**src/rtl/seg7_scan_driver.sv**
```systemverilog
// seg7_scan_driver
//   Time-multiplexed driver for an N-digit 7-segment display. Inputs are
//   captured into a staging buffer on load_in and promoted to a shadow buffer
//   only at frame end, so a frame never shows a mix of old and new values.
//   Each digit slot starts with a blank interval (all selects off) to avoid
//   ghosting. Leading-zero suppression, blinking, optional hex glyphs and
//   output polarity are applied before the output registers.
//
// Ports
//   clk, rst_n   clock, asynchronous active-low reset
//   digits_in    packed 4-bit codes, digit i at [4i+3:4i] (digit 0 = LSD)
//   dp_in        decimal point per digit
//   blank_in     force digit off
//   blink_in     digit blinks
//   lz_en        leading-zero suppression enable
//   load_in      capture strobe for all inputs above
//   seg_out      segments {g,f,e,d,c,b,a}
//   dp_out       decimal point
//   dig_sel_out  one-hot digit select, or all inactive
//   frame_done   one-cycle pulse after the last cycle of each scan frame
module seg7_scan_driver #(
  parameter int unsigned N_DIGITS     = 6,
  parameter int unsigned TICK_DIV     = 50000,
  parameter int unsigned BLANK_CYC    = 500,
  parameter int unsigned BLINK_FRAMES = 60,
  parameter bit          HEX_EN       = 1'b0,
  parameter bit          SEG_ACT_LOW  = 1'b0,
  parameter bit          DIG_ACT_LOW  = 1'b0
) (
  input  logic                  clk,
  input  logic                  rst_n,
  input  logic [4*N_DIGITS-1:0] digits_in,
  input  logic [N_DIGITS-1:0]   dp_in,
  input  logic [N_DIGITS-1:0]   blank_in,
  input  logic [N_DIGITS-1:0]   blink_in,
  input  logic                  lz_en,
  input  logic                  load_in,
  output logic [6:0]            seg_out,
  output logic                  dp_out,
  output logic [N_DIGITS-1:0]   dig_sel_out,
  output logic                  frame_done
);

  localparam int unsigned SW = (TICK_DIV > 1) ? $clog2(TICK_DIV) : 1;
  localparam int unsigned IW = $clog2(N_DIGITS);
  localparam int unsigned FW = (BLINK_FRAMES > 1) ? $clog2(BLINK_FRAMES) : 1;

  localparam logic [SW-1:0] LastSlot  = SW'(TICK_DIV - 1);
  localparam logic [SW-1:0] BlankEnd  = SW'(BLANK_CYC);
  localparam logic [IW-1:0] LastDigit = IW'(N_DIGITS - 1);
  localparam logic [FW-1:0] LastFrame = FW'(BLINK_FRAMES - 1);

  // Staging buffer (written by load_in) and shadow buffer (drives the scan)
  logic [N_DIGITS-1:0][3:0] stg_digits_q, shd_digits_q;
  logic [N_DIGITS-1:0]      stg_dp_q, shd_dp_q;
  logic [N_DIGITS-1:0]      stg_blank_q, shd_blank_q;
  logic [N_DIGITS-1:0]      stg_blink_q, shd_blink_q;
  logic                     stg_lz_q, shd_lz_q;
  logic                     pending_q;

  // Scan state
  logic [SW-1:0] slot_cnt_q, slot_cnt_d;
  logic [IW-1:0] digit_idx_q, digit_idx_d;
  logic [FW-1:0] frame_cnt_q, frame_cnt_d;
  logic          blink_phase_q, blink_phase_d;
  logic          slot_wrap, frame_end;

  assign slot_wrap = (slot_cnt_q == LastSlot);
  assign frame_end = slot_wrap && (digit_idx_q == LastDigit);

  always_comb begin
    slot_cnt_d    = slot_wrap ? '0 : slot_cnt_q + SW'(1);
    digit_idx_d   = digit_idx_q;
    frame_cnt_d   = frame_cnt_q;
    blink_phase_d = blink_phase_q;
    if (slot_wrap) begin
      digit_idx_d = (digit_idx_q == LastDigit) ? '0 : digit_idx_q + IW'(1);
    end
    if (frame_end) begin
      if (frame_cnt_q == LastFrame) begin
        frame_cnt_d   = '0;
        blink_phase_d = ~blink_phase_q;
      end else begin
        frame_cnt_d = frame_cnt_q + FW'(1);
      end
    end
  end

  always_ff @(posedge clk or negedge rst_n) begin
    if (!rst_n) begin
      slot_cnt_q    <= '0;
      digit_idx_q   <= '0;
      frame_cnt_q   <= '0;
      blink_phase_q <= 1'b0;
    end else begin
      slot_cnt_q    <= slot_cnt_d;
      digit_idx_q   <= digit_idx_d;
      frame_cnt_q   <= frame_cnt_d;
      blink_phase_q <= blink_phase_d;
    end
  end

  // A load coinciding with frame end still lands in staging and stays pending;
  // the shadow takes whatever staging held before that edge.
  always_ff @(posedge clk or negedge rst_n) begin
    if (!rst_n) begin
      stg_digits_q <= '0;
      stg_dp_q     <= '0;
      stg_blank_q  <= '0;
      stg_blink_q  <= '0;
      stg_lz_q     <= 1'b0;
      shd_digits_q <= '0;
      shd_dp_q     <= '0;
      shd_blank_q  <= '0;
      shd_blink_q  <= '0;
      shd_lz_q     <= 1'b0;
      pending_q    <= 1'b0;
    end else begin
      if (load_in) begin
        stg_digits_q <= digits_in;
        stg_dp_q     <= dp_in;
        stg_blank_q  <= blank_in;
        stg_blink_q  <= blink_in;
        stg_lz_q     <= lz_en;
      end
      if (frame_end && pending_q) begin
        shd_digits_q <= stg_digits_q;
        shd_dp_q     <= stg_dp_q;
        shd_blank_q  <= stg_blank_q;
        shd_blink_q  <= stg_blink_q;
        shd_lz_q     <= stg_lz_q;
      end
      pending_q <= load_in | (pending_q & ~frame_end);
    end
  end

  function automatic logic [6:0] glyph(input logic [3:0] code);
    logic [6:0] g;
    case (code)
      4'h0:    g = 7'b0111111;
      4'h1:    g = 7'b0000110;
      4'h2:    g = 7'b1011011;
      4'h3:    g = 7'b1001111;
      4'h4:    g = 7'b1100110;
      4'h5:    g = 7'b1101101;
      4'h6:    g = 7'b1111101;
      4'h7:    g = 7'b0000111;
      4'h8:    g = 7'b1111111;
      4'h9:    g = 7'b1101111;
      4'hA:    g = HEX_EN ? 7'b1110111 : 7'b0000000;
      4'hB:    g = HEX_EN ? 7'b1111100 : 7'b0000000;
      4'hC:    g = HEX_EN ? 7'b0111001 : 7'b0000000;
      4'hD:    g = HEX_EN ? 7'b1011110 : 7'b0000000;
      4'hE:    g = HEX_EN ? 7'b1111001 : 7'b0000000;
      default: g = HEX_EN ? 7'b1110001 : 7'b0000000;
    endcase
    return g;
  endfunction

  // Walk from the most significant digit down; a digit is suppressed while
  // it and everything above it are zero. Digit 0 always shows.
  logic [N_DIGITS-1:0] lz_off;
  logic                zero_above;

  always_comb begin
    zero_above = 1'b1;
    lz_off     = '0;
    for (int i = N_DIGITS - 1; i >= 0; i--) begin
      zero_above = zero_above & (shd_digits_q[i] == 4'd0);
      if (i != 0) begin
        lz_off[i] = shd_lz_q & zero_above;
      end
    end
  end

  logic [3:0]          code;
  logic                digit_off;
  logic [6:0]          seg_d;
  logic                dp_d;
  logic [N_DIGITS-1:0] sel_d;

  always_comb begin
    code      = shd_digits_q[digit_idx_q];
    digit_off = shd_blank_q[digit_idx_q]
              | (blink_phase_q & shd_blink_q[digit_idx_q])
              | (!HEX_EN && (code > 4'd9));
    // Leading-zero suppression kills segments only; the dp survives
    seg_d     = (digit_off | lz_off[digit_idx_q]) ? 7'b0000000 : glyph(code);
    dp_d      = ~digit_off & shd_dp_q[digit_idx_q];
    sel_d     = '0;
    if (slot_cnt_q >= BlankEnd) begin
      sel_d[digit_idx_q] = 1'b1;
    end
  end

  // Polarity is folded in before the flops so the pins come straight off a register
  always_ff @(posedge clk or negedge rst_n) begin
    if (!rst_n) begin
      seg_out     <= {7{SEG_ACT_LOW}};
      dp_out      <= SEG_ACT_LOW;
      dig_sel_out <= {N_DIGITS{DIG_ACT_LOW}};
      frame_done  <= 1'b0;
    end else begin
      seg_out     <= SEG_ACT_LOW ? ~seg_d : seg_d;
      dp_out      <= SEG_ACT_LOW ? ~dp_d : dp_d;
      dig_sel_out <= DIG_ACT_LOW ? ~sel_d : sel_d;
      frame_done  <= frame_end;
    end
  end

endmodule
```
**config.mk**
```make
export PLATFORM = sky130hd
export DESIGN_NAME = seg7_scan_driver
export DESIGN_NICKNAME = d
export VERILOG_FILES = /design/src/rtl/seg7_scan_driver.sv
export SDC_FILE = /design/constraint.sdc
export NUM_CORES = 1
export LEC_CHECK = 0
export ABC_AREA = 1
export BUFFER_PORTS_ARGS = -buffer_cell sky130_fd_sc_hd__buf_2
export CAP_MARGIN = 20
export CELL_PAD_IN_SITES_DETAIL_PLACEMENT = 1
export CELL_PAD_IN_SITES_GLOBAL_PLACEMENT = 1
export CORE_MARGIN = 8
export CORE_UTILIZATION = 33
export CTS_BUF_LIST = sky130_fd_sc_hd__clkbuf_8
export DETAILED_ROUTE_END_ITERATION = 8
export GPL_ROUTABILITY_DRIVEN = 0
export PLACE_DENSITY_LB_ADDON = 0.1
export SYNTH_ARGS = -nofsm -noshare
export SYNTH_HDL_FRONTEND = slang
export SYNTH_SLANG_ARGS = --single-unit
```
**constraint.sdc**
```tcl
create_clock -name clk -period 2.8 [get_ports clk]
set_input_delay 0.14 -clock clk [delete_from_list [all_inputs] [get_ports clk]]
set_output_delay 0.14 -clock clk [all_outputs]
set_load 0.03 [all_outputs]
```
# Yosys cells after proc, flatten, opt, wreduce, memory -nomap -nowiden
# Memories as Yosys holds them, arrays and structs flattened.
# Cells that the tools add are included.
# totals
input_bits	46
elab_cells	85
out_inout_bits	15
mem_count	1
romBits	112
regBits	128
# op_classes
n_eq_ne	3
bitwise	19
mux	17
n_reduce_logical	9
addsub	3
n_lt_le_gt_ge	4
# mem_list
name	words	word_bits	rd	rd_clocked_by_memory_dff	write_ports	line	source
(no name shown)	16	7	1	0	0	139	case (code)
# op_table
op	n
$logic_not 4->1	5
$add 16x1->16 const B	1
$eq 16x16->1 const B	1
$ge 16x9->1 const B	1
$mux 16	1
$and 1x1->1	12
$bmux 1 s3	4
$bmux 4 s3	1
$mux 6	2
$mux 7	1
$add 6x1->6 const B	1
$eq 6x6->1 const B	1
$mux 1	5
$gt 4x4->1 const B	1
$lt 3x4->1 const B	1
$mux 4	1
$or 1x1->1	4
$add 3x1->3 const B	1
$demux 1 s3	1
$eq 3x3->1 const B	1
$ge 3x1->1 const B	1
$logic_and 1x1->1	3
$mux 3	1
$not 1->1	3
$reduce_and 2->1	1

# Depth between registers and ports, before layout
# Gate-level depths: netlist (run 1).
# logic_depth
depth_word	10
ltp_mapped	16
depth_no_buf	14

# Worst setup path before layout (run 1)
# OpenSTA, ideal clock, no wires.
# synth_path
path_kind	flip-flop to flip-flop
start	register digit_idx_q[0]
end	register seg_out[4]
t_arrival_ps	1997
path_slack_ps	683
path_stages_with_launch	15
period_less_slack_ps	2117
path_buffers	2
setup_ps	120
required_time_ps	2680
path_cell_list	dfrtp_1 buf_6 buf_4 nand2_1 nand2_1 nand2_1 nand2_1 a21oi_1 inv_1 ha_1 or2_2 nand3_1 nand2_2 nand3_2 nor2_1
# synth_between
elab_chain_cells	7
elab_cells_between_ends	15
classes_between	order compare: 1; mux: 9; bitwise: 4; memory: 1
# synth_lines
element	line	source
start: declaration	63	logic [IW-1:0] digit_idx_q, digit_idx_d;
start signal: assignment	97	digit_idx_q <= digit_idx_d;
branches (longest 6 deep; another with $gt 4x4->1)	--	
$mux 7 (*)	188	seg_d = (digit_off | lz_off[digit_idx_q]) ? 7'b0000000 : glyph(code);
via seg_d[4]	178	logic [6:0] seg_d;
end signal: assignment	199	seg_out <= {7{SEG_ACT_LOW}};
end signal: assignment	204	seg_out <= SEG_ACT_LOW ? ~seg_d : seg_d;
end: declaration	38	output logic [6:0] seg_out,
# Mark *: on every way through the listed nets, which the timed path passes. The select of a mux whose other input is x is not followed.
# A chain may end at the register's enable or synchronous reset.

# Final worst setup path (run 1)
# layout_path
start	register digit_idx_q[0]
end	register seg_out[6]
# Same word-level chain as after synthesis.

==> flow_summary_export.csv, run 1 <==
group,metric,value,unit
outcome,status,"complete, no violations",
setup_path,critical_path_required,3.13,ns
detailed_routing,vias,4786,
detailed_routing,via_per_inst,4.60,
global_routing,grt-ovfl-total,0,
finish,nets,857,
detailed_routing,drc_errors,0,
synthesis,synth_common_cells,"nand2_1, dfrtp_1, inv_1, o21ai_0, nor2_1",
detailed_routing,wire_per_inst,14.2,um
finish,fin_util,0.416,
sta,layout_min_cycle_time,2.50,ns
clock_network,cts_tree,"yes",
global_routing,antenna_found_initial,0,
synthesis,synth_edf_count,0,
clock_network,clk_pin_slew,0.08,ns
finish,areaGrowthSynthToFinish,23.0,%
clock_network,cts.sink_count,128,
synthesis,yosys.area.top_type,"dfrtp_1",
die,rows,48,
clock_network,cts-root-buf,"clkbuf_8",
power,ir_worst_vdd,0.000292,V
synthesis,synth_area_per_cell,8.44,um^2
setup_path,cp_max_fo,12,
setup_path,crit_arrival,2.84,ns
min_path,hold_depth,3,
setup_path,max_stage_delay,0.63,ns
detailed_routing,drt_first_pass_iters,7,
synthesis,ys.flop_type,"dfrtp_1",
synthesis,yosysWarnings,0,
clock_network,clockBufferDepth,2,
sta,setup_viol,0,
sta,hold_violations,0,
clock_network,cts_buffers,17,
finish,layout-drive-gt1-share,0.160,
sta,post-route-period-util,0.893,
synthesis,synth_most_common_cell,"nand2_1",
detailed_routing,drtIter0Drc,215,
die,start_util,0.338,
setup_path,critPathKind,"reg2reg",
sta,worst_slew_pin_slew,0.642,ns
sta,slew_viol_final,0,
placement,hpwl,10.7,mm
die,core_area,17400,um^2
die,die_h,149,um
sta,tns,0,ns
synthesis,synth_top_area_share,0.546,
finish,register_area,3200,um^2
sta,relSlewSlack,0.572,
detailed_routing,wl_met3,460,um
detailed_routing,drt-total-wl,14.7,mm
synthesis,async_flop_share,1.00,
setup_path,endpoint_kind,"flip-flop",
setup_path,reg2reg_setup_slack,0.30,ns
setup_path,cp_top_family,"simple AND/OR/NAND/NOR gates",
synthesis,ys_types,39,
detailed_routing,ant_nets,0,
flow_run,maxCapViolations,0,
detailed_routing,drt-met1-wl,7.31,mm
sta,max_freq,0.400,GHz
finish,diodes,0,
clock_network,htree_levels,4,
setup_path,critPathBufInv,2,
setup_path,worstSetupPathDepth,14,
synthesis,syn_nets,750,
global_routing,grt_pass1_vias,4971,
synthesis,synth_area,5860,um^2
synthesis,synth_area_leaders,"dfrtp_1, nand2_1, inv_1",
sta,whs,0.101,ns
setup_path,cp-start-kind,"flip-flop",
sta,fin_worst_skew,0.0119,ns
die,die-area,22300,um^2
detailed_routing,top_layer,"met4",
placement,port_buffers,60,
global_routing,grt.total_usage,0.142,
synthesis,syn_inst,695,
finish,nFillCells,2058,
global_routing,grt_max_degree,87,
min_path,hold_path.class,"in2reg",
finish,multi_input_area,2160,um^2
setup_path,crit_chain,"buf_4, nand2_1, nand2_1, nand2_1, nand2_1, nand2_1, nand2_2, inv_1, ha_1, or2_2, nand3_1, nand2_2, nand3_2, nor2_1",
power,p_leak,3.67,nW
detailed_routing,met2_length,6.71,mm
power,cellPowerDensity,515,nW/um^2
synthesis,ys_seq_area_frac,0.546,
sta,rsz0062_at_grt,"no",
global_routing,grt_first_pass_wirelength,25.1,mm
setup_path,cp_common_cell,"nand2_1",
setup_path,slowest_stage,"dfrtp_1",
clock_network,clk_latency,0.45,ns
clock_network,cts_setup_buffers,0,
setup_path,rr_worst_depth,14,
synthesis,ys_seq_elements,128,
die,die_x,149,um
die,ioPinCount,61,
[layout by cell type, fill, tap and decap left out, types with 3 or more instances in the layout]
cell	Yosys	routed
a21oi_1	8	8
or2_2	5	5
nor2_1	49	49
dfrtp_1	128	128
nand3_2	3	3
nand2_2	5	5
o21ai_1	42	42
o211ai_1	3	3
buf_4	1	7
clkinv_2	1	3
o21ai_0	52	52
o21ai_2	3	3
clkbuf_8	0	17
inv_1	85	85
nor3_1	12	12
o22ai_1	3	3
ha_1	9	9
nand2_1	206	206
xnor2_1	3	3
clkinv_4	0	6
dlygate4sd3_1	0	44
nand3_1	25	25
inv_2	3	3
clkinvlp_4	0	3
nand4_1	6	6
buf_2	3	59
[area by class of cell]
type / count / area share
sequential: 128 / 0.444
timing repair buffer: 112 / 0.115
clock inverter: 15 / 0.0225
multi-input combinational: 452 / 0.299
tap: 225 / 0.0390
inverter: 91 / 0.0482
clock buffer: 17 / 0.0324
[registers in the layout (all words and copies together) (netlist names), 3 cells and up]
name	count
stg_dp_q	6
dig_sel_out	6
digit_idx_q	3
seg_out	7
stg_blink_q	6
stg_blank_q	6
slot_cnt_q	16
shd_blink_q	6
shd_dp_q	6
shd_digits_q	24
frame_cnt_q	6
stg_digits_q	24
shd_blank_q	6
[repair_timing]
| action | in CTS | in global routing |
|---|---|---|
| endpoints found under the setup margin | 0 | 0 |
| endpoints found under the hold margin | 88 | 0 |
| hold buffers | 44 | 0 |
| resized for setup | 0 | 0 |
[worst register-to-register path, cell delays in order (launching register included)]
cell and delay [ns]:
dfrtp_1 0.63, buf_4 0.25, nand2_1 0.06, nand2_1 0.07
nand2_1 0.05, nand2_1 0.07, nand2_1 0.06, nand2_2 0.16
inv_1 0.12, ha_1 0.22, or2_2 0.30, nand3_1 0.11
nand2_2 0.07, nand3_2 0.15, nor2_1 0.08
[kinds of logic after synthesis]
logic type,Yosys count,synth area share
adder cells (fa/ha/maj),9,0.0192
buffers and inverters,115,0.0862
AND/OR/NAND/NOR,320,0.232
XOR/XNOR,5,0.00747
flip-flops,128,0.546
AO/OA/AOI/OAI,118,0.109
[path summary, 6_finish.rpt]
check                                          endpoint                        from
hold / removal              stg_digits_q[5]$_DFFE_PN0P_                     load_in
hold reg to reg                 slot_cnt_q[0]$_DFF_PN0_     slot_cnt_q[0]$_DFF_PN0_
max in group asynchronous  stg_digits_q[10]$_DFFE_PN0P_                       rst_n
setup / recovery                   seg_out[6]$_DFF_PN0_  digit_idx_q[0]$_DFFE_PN0N_
min in group asynchronous       slot_cnt_q[4]$_DFF_PN0_                       rst_n
setup reg to reg                   seg_out[6]$_DFF_PN0_  digit_idx_q[0]$_DFFE_PN0N_
[through the flow]
step	instance area, um^2	power [mW]	setup WS, ns	instances
6_report	7210	3.71	0.299	1040
5_1_grt	7210	3.89	0.106	1040
4_1_cts	7210	3.79	0.305	1040
3_5_place_dp	6380	2.13	0.350	964
3_3_place_gp	6380	2.12	0.472	964
2_1_floorplan	5860	2.02	0.683	695
[power breakdown]
group / total (mW) / internal (mW) / switching, mW
combinational: 0.213 / 0.0935 / 0.120
clock: 1.58 / 0.798 / 0.787
sequential: 1.92 / 1.90 / 0.0136
total: 3.71 / 2.79 / 0.920
[per-layer routing]
layer,GRT usage,vias to the layer above
met4,0.0555,0
met3,0.0355,19
met1,0.190,2302
li1,-,2401
met5,0,-
met2,0.217,64
No activity file was read; power rests on OpenSTA's default activity.
==> run 2: changes to the inputs <==
ABC_CLOCK_PERIOD_IN_PS = 2800   (was not set)
RECOVER_POWER = 25   (was not set)
==> flow_summary_export.csv, run 2 (same netlist as run 1, synthesis figures left out) <==
group,metric,value,unit
power,p_int,2.79,mW
power,p_switching,920,uW
setup_path,endpoint_kind,"flip-flop",
die,core_area,17400,um^2
setup_path,cp_top_family,"simple AND/OR/NAND/NOR gates",
sta,relSlewSlack,0.164,
die,rows,48,
finish,nets,857,
finish,fin_area,7200,um^2
setup_path,slowest_stage,"dfrtp_1",
die,ioPinCount,61,
clock_network,clk_pin_slew,0.08,ns
sta,slew_viol_final,0,
finish,areaGrowthSynthToFinish,22.8,%
placement,place_area,6380,um^2
setup_path,cp-start-kind,"flip-flop",
placement,hpwl,10.7,mm
sta,worst_slew_pin_slew,1.25,ns
power,p_seq_frac,0.516,
clock_network,cts_tree,"yes",
setup_path,crit_arrival,2.84,ns
finish,reg.largest.list,"shd_digits_q: 24 flops, stg_digits_q: 24 flops, slot_cnt_q: 16 flops",
global_routing,grt_pass1_vias,4971,
finish,final_common_cell,"nand2_1",
setup_path,critPathKind,"reg2reg",
power,pwr-share-comb,0.057,
die,die_h,149,um
detailed_routing,via_per_inst,4.60,
detailed_routing,wire_per_inst,14.2,um
finish,diodes,0,
global_routing,grt.total_usage,0.142,
finish,most-common-layout-cells,"nand2_1, dfrtp_1, inv_1",
detailed_routing,ant_nets,0,
sta,setup_viol,0,
sta,post-route-period-util,0.893,
setup_path,cp_common_cell,"nand2_1",
sta,fin_worst_skew,0.0118,ns
detailed_routing,drt-total-wl,14.7,mm
setup_path,max_stage_delay,0.63,ns
global_routing,grt_max_degree,87,
detailed_routing,drtIter0Drc,216,
sta,rsz0062_at_grt,"no",
detailed_routing,vias,4783,
sta,max_freq,0.400,GHz
die,start_util,0.338,
sta,layout_min_cycle_time,2.50,ns
power,p_clk_frac,0.427,
clock_network,clk_latency,0.45,ns
setup_path,crit_chain,"buf_4, nand2_1, nand2_1, nand2_1, nand2_1, nand2_1, nand2_2, inv_1, ha_1, or2_2, nand3_1, nand2_2, nand3_2, nor2_1",
global_routing,grt_first_pass_wirelength,25.1,mm
sta,tns,0,ns
min_path,hold_path.class,"in2reg",
global_routing,antenna_found_initial,0,
setup_path,critical_path_required,3.13,ns
clock_network,hold_buffers,44,
clock_network,cts-root-buf,"clkbuf_8",
clock_network,htree_levels,4,
setup_path,cp_max_fo,12,
global_routing,grt-ovfl-total,0,
power,ir_worst_vdd,0.000292,V
power,cellPowerDensity,516,nW/um^2
clock_network,ctsResizeCount,0,
detailed_routing,drt_first_pass_iters,7,
die,die_x,149,um
placement,port_buffers,60,
clock_network,clockBufferDepth,2,
flow_run,maxCapViolations,0,
die,die-area,22300,um^2
outcome,status,"complete, no violations",
power,p_sw_frac,0.248,
setup_path,critPathBufInv,2,
detailed_routing,drc_errors,0,
power,p_leak,3.66,nW
clock_network,cts.sink_count,128,
clock_network,cts_buffers,17,
sta,hold_violations,0,
finish,layout-drive-gt1-share,0.156,
clock_network,cts_setup_buffers,0,
run 2: changes by cell type in the layout (fill, tap and decap cells not counted):
cell      delta
buf_4        -3
clkbuf_1     +3
buf_2        -1
clkbuf_2     +1
run 2: power by group through the flow:
stage	registers [mW]	clock network [mW]	logic [mW]
CTS	1.92	1.65	0.221
floorplan	1.95	0	0.0714
global route	1.92	1.72	0.247
global placement	1.95	0	0.168
finish	1.92	1.58	0.212
detailed placement	1.95	0	0.174
run 2: path summary, 6_finish.rpt:
kind / start / endpoint / slack (ns) / depth (start not counted)
max reg2reg: digit_idx_q[0]$_DFFE_PN0N_ / seg_out[6]$_DFF_PN0_ / 0.30 / 14
max in group asynchronous: rst_n / stg_digits_q[10]$_DFFE_PN0P_ / 1.33 / 3
min reg2reg: slot_cnt_q[0]$_DFF_PN0_ / slot_cnt_q[0]$_DFF_PN0_ / 0.50 / 1
min: load_in / stg_lz_q$_DFFE_PN0P_ / 0.27 / 3
min in group asynchronous: rst_n / slot_cnt_q[4]$_DFF_PN0_ / 0.50 / 2
max: digit_idx_q[0]$_DFFE_PN0N_ / seg_out[6]$_DFF_PN0_ / 0.30 / 14
run 2: layout make-up:
cell class	count	area (um^2)
multi-input cells	452	2160
well taps	225	282
clock buffers	17	234
repair buffers	112	817
flip-flops and latches	128	3200
inverters	91	348
fillers	2061	10200
clock inverters	15	163
run 2: worst register-to-register path, stage by stage, from the launching register on:
cell,delay (ns)
dfrtp_1,0.63
buf_4,0.25
nand2_1,0.06
nand2_1,0.07
nand2_1,0.05
nand2_1,0.07
nand2_1,0.06
nand2_2,0.16
inv_1,0.12
ha_1,0.22
or2_2,0.30
nand3_1,0.11
nand2_2,0.07
nand3_2,0.15
nor2_1,0.08
run 2: per-layer routing:
metal	GRT usage	vias to the layer above	share of wire
met2	0.217	64	0.46
met4	0.0555	0	0.016
li1	-	2401	-
met5	0	-	0
met1	0.190	2299	0.50
met3	0.0355	19	0.031
run 2: metrics by stage:
| stage | cells | utilization | hold WS (ns) | worst slack, ns | power [mW] |
|---|---|---|---|---|---|
| finish | 1040 | 0.415 | 0.274 | 0.299 | 3.71 |
| global route | 1040 | 0.415 | 0.316 | 0.106 | 3.89 |
| CTS | 1040 | 0.416 | 0.0751 | 0.305 | 3.79 |
| detailed placement | 964 | 0.367 | 0.214 | 0.350 | 2.13 |
| global placement | 964 | 0.367 | 0.213 | 0.472 | 2.12 |
| floorplan | 695 | - | -0.156 | 0.683 | 2.02 |
==> run 3: changes to the inputs <==
ABC_AREA = 0   (was 1)
==> flow_summary_export.csv, run 3 <==
group,metric,value,unit
global_routing,grt.total_usage,0.135,
detailed_routing,wire_per_inst,17.0,um
die,ioPinCount,61,
sta,relSlewSlack,-0.581,
sta,max_freq,0.395,GHz
clock_network,clk_latency,0.44,ns
die,start_util,0.335,
setup_path,reg2reg_from,"digit_idx_q[0]$_DFFE_PN0N_",
synthesis,synth_common_cells,"dfrtp_1, mux2_2, mux2_4, nand2_1",
die,die_x,148,um
finish,reg.largest.list,"shd_digits_q: 24 flops, stg_digits_q: 24 flops, slot_cnt_q: 16 flops",
setup_path,cp_top_family,"compound AO/OA/AOI/OAI gates",
detailed_routing,ant_nets,0,
die,die_h,148,um
finish,final_common_cell,"dfrtp_1",
min_path,hold_path.class,"in2reg",
sta,rsz0062_at_grt,"no",
detailed_routing,drtIter0Drc,107,
synthesis,yosysWarnings,0,
clock_network,cts_setup_buffers,0,
detailed_routing,via_per_inst,4.77,
global_routing,grt_pass1_vias,4217,
setup_path,critical_path_required,3.15,ns
synthesis,syn_inst,420,
setup_path,crit_arrival,2.88,ns
finish,most-common-layout-cells,"dfrtp_1, buf_2, mux2_2",
detailed_routing,drc_errors,0,
power,cellPowerDensity,505,nW/um^2
global_routing,grt-ovfl-total,0,
flow_run,maxCapViolations,1,
sta,whs,0.459,ns
sta,setup_viol,0,
setup_path,cp_max_fo,15,
synthesis,synth_edf_count,0,
sta,tns,0,ns
finish,layout-drive-gt1-share,0.380,
placement,hpwl,9.24,mm
sta,layout_min_cycle_time,2.53,ns
setup_path,rr_worst_depth,10,
detailed_routing,vias,3714,
outcome,status,"finished, violations left",
clock_network,cts.sink_count,128,
synthesis,ys.flop_type,"dfrtp_1",
setup_path,critPathKind,"reg2reg",
synthesis,ys_seq_elements,128,
synthesis,synth_top_area_share,0.557,
synthesis,synth_area_leaders,"dfrtp_1, mux2_4, mux2_2",
die,rows,48,
synthesis,synth_area,5750,um^2
setup_path,critPathBufInv,2,
clock_network,clockBufferDepth,2,
finish,diodes,0,
setup_path,slowest_stage,"dfrtp_1",
setup_path,endpoint_kind,"flip-flop",
detailed_routing,drt-total-wl,13.2,mm
clock_network,cts_tree,"yes",
min_path,hold_depth,3,
sta,hold_violations,0,
finish,areaGrowthSynthToFinish,25.0,%
synthesis,yosys.area.top_type,"dfrtp_1",
global_routing,antenna_found_initial,0,
sta,slew_viol_final,45,
synthesis,synth_most_common_cell,"dfrtp_1",
sta,fin_worst_skew,0.0129,ns
clock_network,cts-root-buf,"clkbuf_8",
finish,nets,595,
setup_path,crit_start,"digit_idx_q[0]$_DFFE_PN0N_",
placement,port_buffers,60,
synthesis,ys_types,49,
global_routing,grt_max_degree,51,
synthesis,syn_nets,475,
sta,worst_slew_pin_slew,2.37,ns
clock_network,clk_pin_slew,0.07,ns
outcome,violations,"max-capacitance violations, max-slew violations",
synthesis,async_flop_share,1.00,
setup_path,cp-start-kind,"flip-flop",
setup_path,crit_chain,"buf_4, mux2_2, a22o_1, inv_1, ha_1, nor2_1, a211oi_1, a211o_1, o21ai_2, nor3_1",
synthesis,synth_area_per_cell,13.7,um^2
power,finalPower,3.63,mW
power,p_leak,3.42,nW
global_routing,grt_first_pass_wirelength,22.9,mm
clock_network,cts_buffers,17,
placement,place_area,6370,um^2
sta,post-route-period-util,0.905,
die,die-area,21900,um^2
setup_path,max_stage_delay,0.44,ns
detailed_routing,drt_first_pass_iters,4,
synthesis,ys_seq_area_frac,0.557,
clock_network,htree_levels,4,
finish,fin_area,7190,um^2
power,ir_worst_vdd,0.000261,V
min_path,worstHoldStart,"digits_in[14]",
setup_path,worstSetupPathDepth,10,
die,core_area,17200,um^2
## run 3: changes by cell type after synthesis, moves of 6 or more
cell,before,now
nand2_1,206,20
o21ai_0,52,10
a211oi_1,0,6
mux2i_1,0,6
mux2_4,0,40
o21ai_1,42,1
mux2_2,0,51
nand3_1,25,9
xnor2_1,3,9
inv_1,85,10
nor2_1,49,15
mux4_2,0,6
## run 3: final timing paths
path,endpoint,slack (ns)
min reg2reg,frame_cnt_q[4]$_DFFE_PN0P_,0.50
max,seg_out[2]$_DFF_PN0_,0.27
min,stg_digits_q[14]$_DFFE_PN0P_,0.46
max reg2reg,seg_out[2]$_DFF_PN0_,0.27
min in group asynchronous,slot_cnt_q[13]$_DFF_PN0_,0.53
max in group asynchronous,shd_digits_q[7]$_DFFE_PN0P_,1.13
## run 3: cell families after synthesis
logic type | share of synthesized area
muxes | 0.238
xor gates and xnor gates | 0.0198
adders and majority gates | 0.0196
and+or+nand+nor | 0.0835
AOI/OAI and AO/OA | 0.0574
DFF | 0.557
buffers and inverters | 0.0246
## run 3: layer usage
layer  up-vias  global-route usage  share of wire
met5         -                   0              0
met4         0              0.0515          0.018
met3        20              0.0407          0.038
met2        57               0.212           0.47
met1      1879               0.170           0.47
li1       1758                   -              -
## run 3: layout make-up
type / count / area (um^2)
clock buffers: 20 / 275
fillers: 1817 / 9990
clock inverters: 12 / 93.8
inverters: 11 / 41.3
multi-input cells: 263 / 2420
flip-flops and latches: 128 / 3200
well taps: 225 / 282
repair buffers: 119 / 877
## run 3: metrics by stage
stage	instances	setup slack [ns]	util
6_report	778	0.267	0.418
5_1_grt	778	0.0615	0.418
4_1_cts	778	0.113	0.418
3_5_place_dp	702	0.109	0.371
3_3_place_gp	702	0.232	0.371
2_1_floorplan	420	0.0355	-
## run 3: power by group
group          internal [mW]  total [mW]  switching (mW)
combinational          0.125       0.203          0.0776
clock                  0.757        1.48           0.722
sequential              1.91        1.95          0.0379
## run 3: worst register-to-register path: stages (launching register included)
cell and delay [ns]:
dfrtp_1 0.44, buf_4 0.25, mux2_2 0.36, a22o_1 0.26, inv_1 0.14, ha_1 0.19, nor2_1 0.06, a211oi_1 0.22
a211o_1 0.15, o21ai_2 0.12, nor3_1 0.25
## run 3: timing repair
action | in CTS | in global routing
gates resized for setup | 0 | 2
setup endpoints to repair | 0 | 7
hold endpoints to repair | 91 | 0
hold buffers | 44 | 0
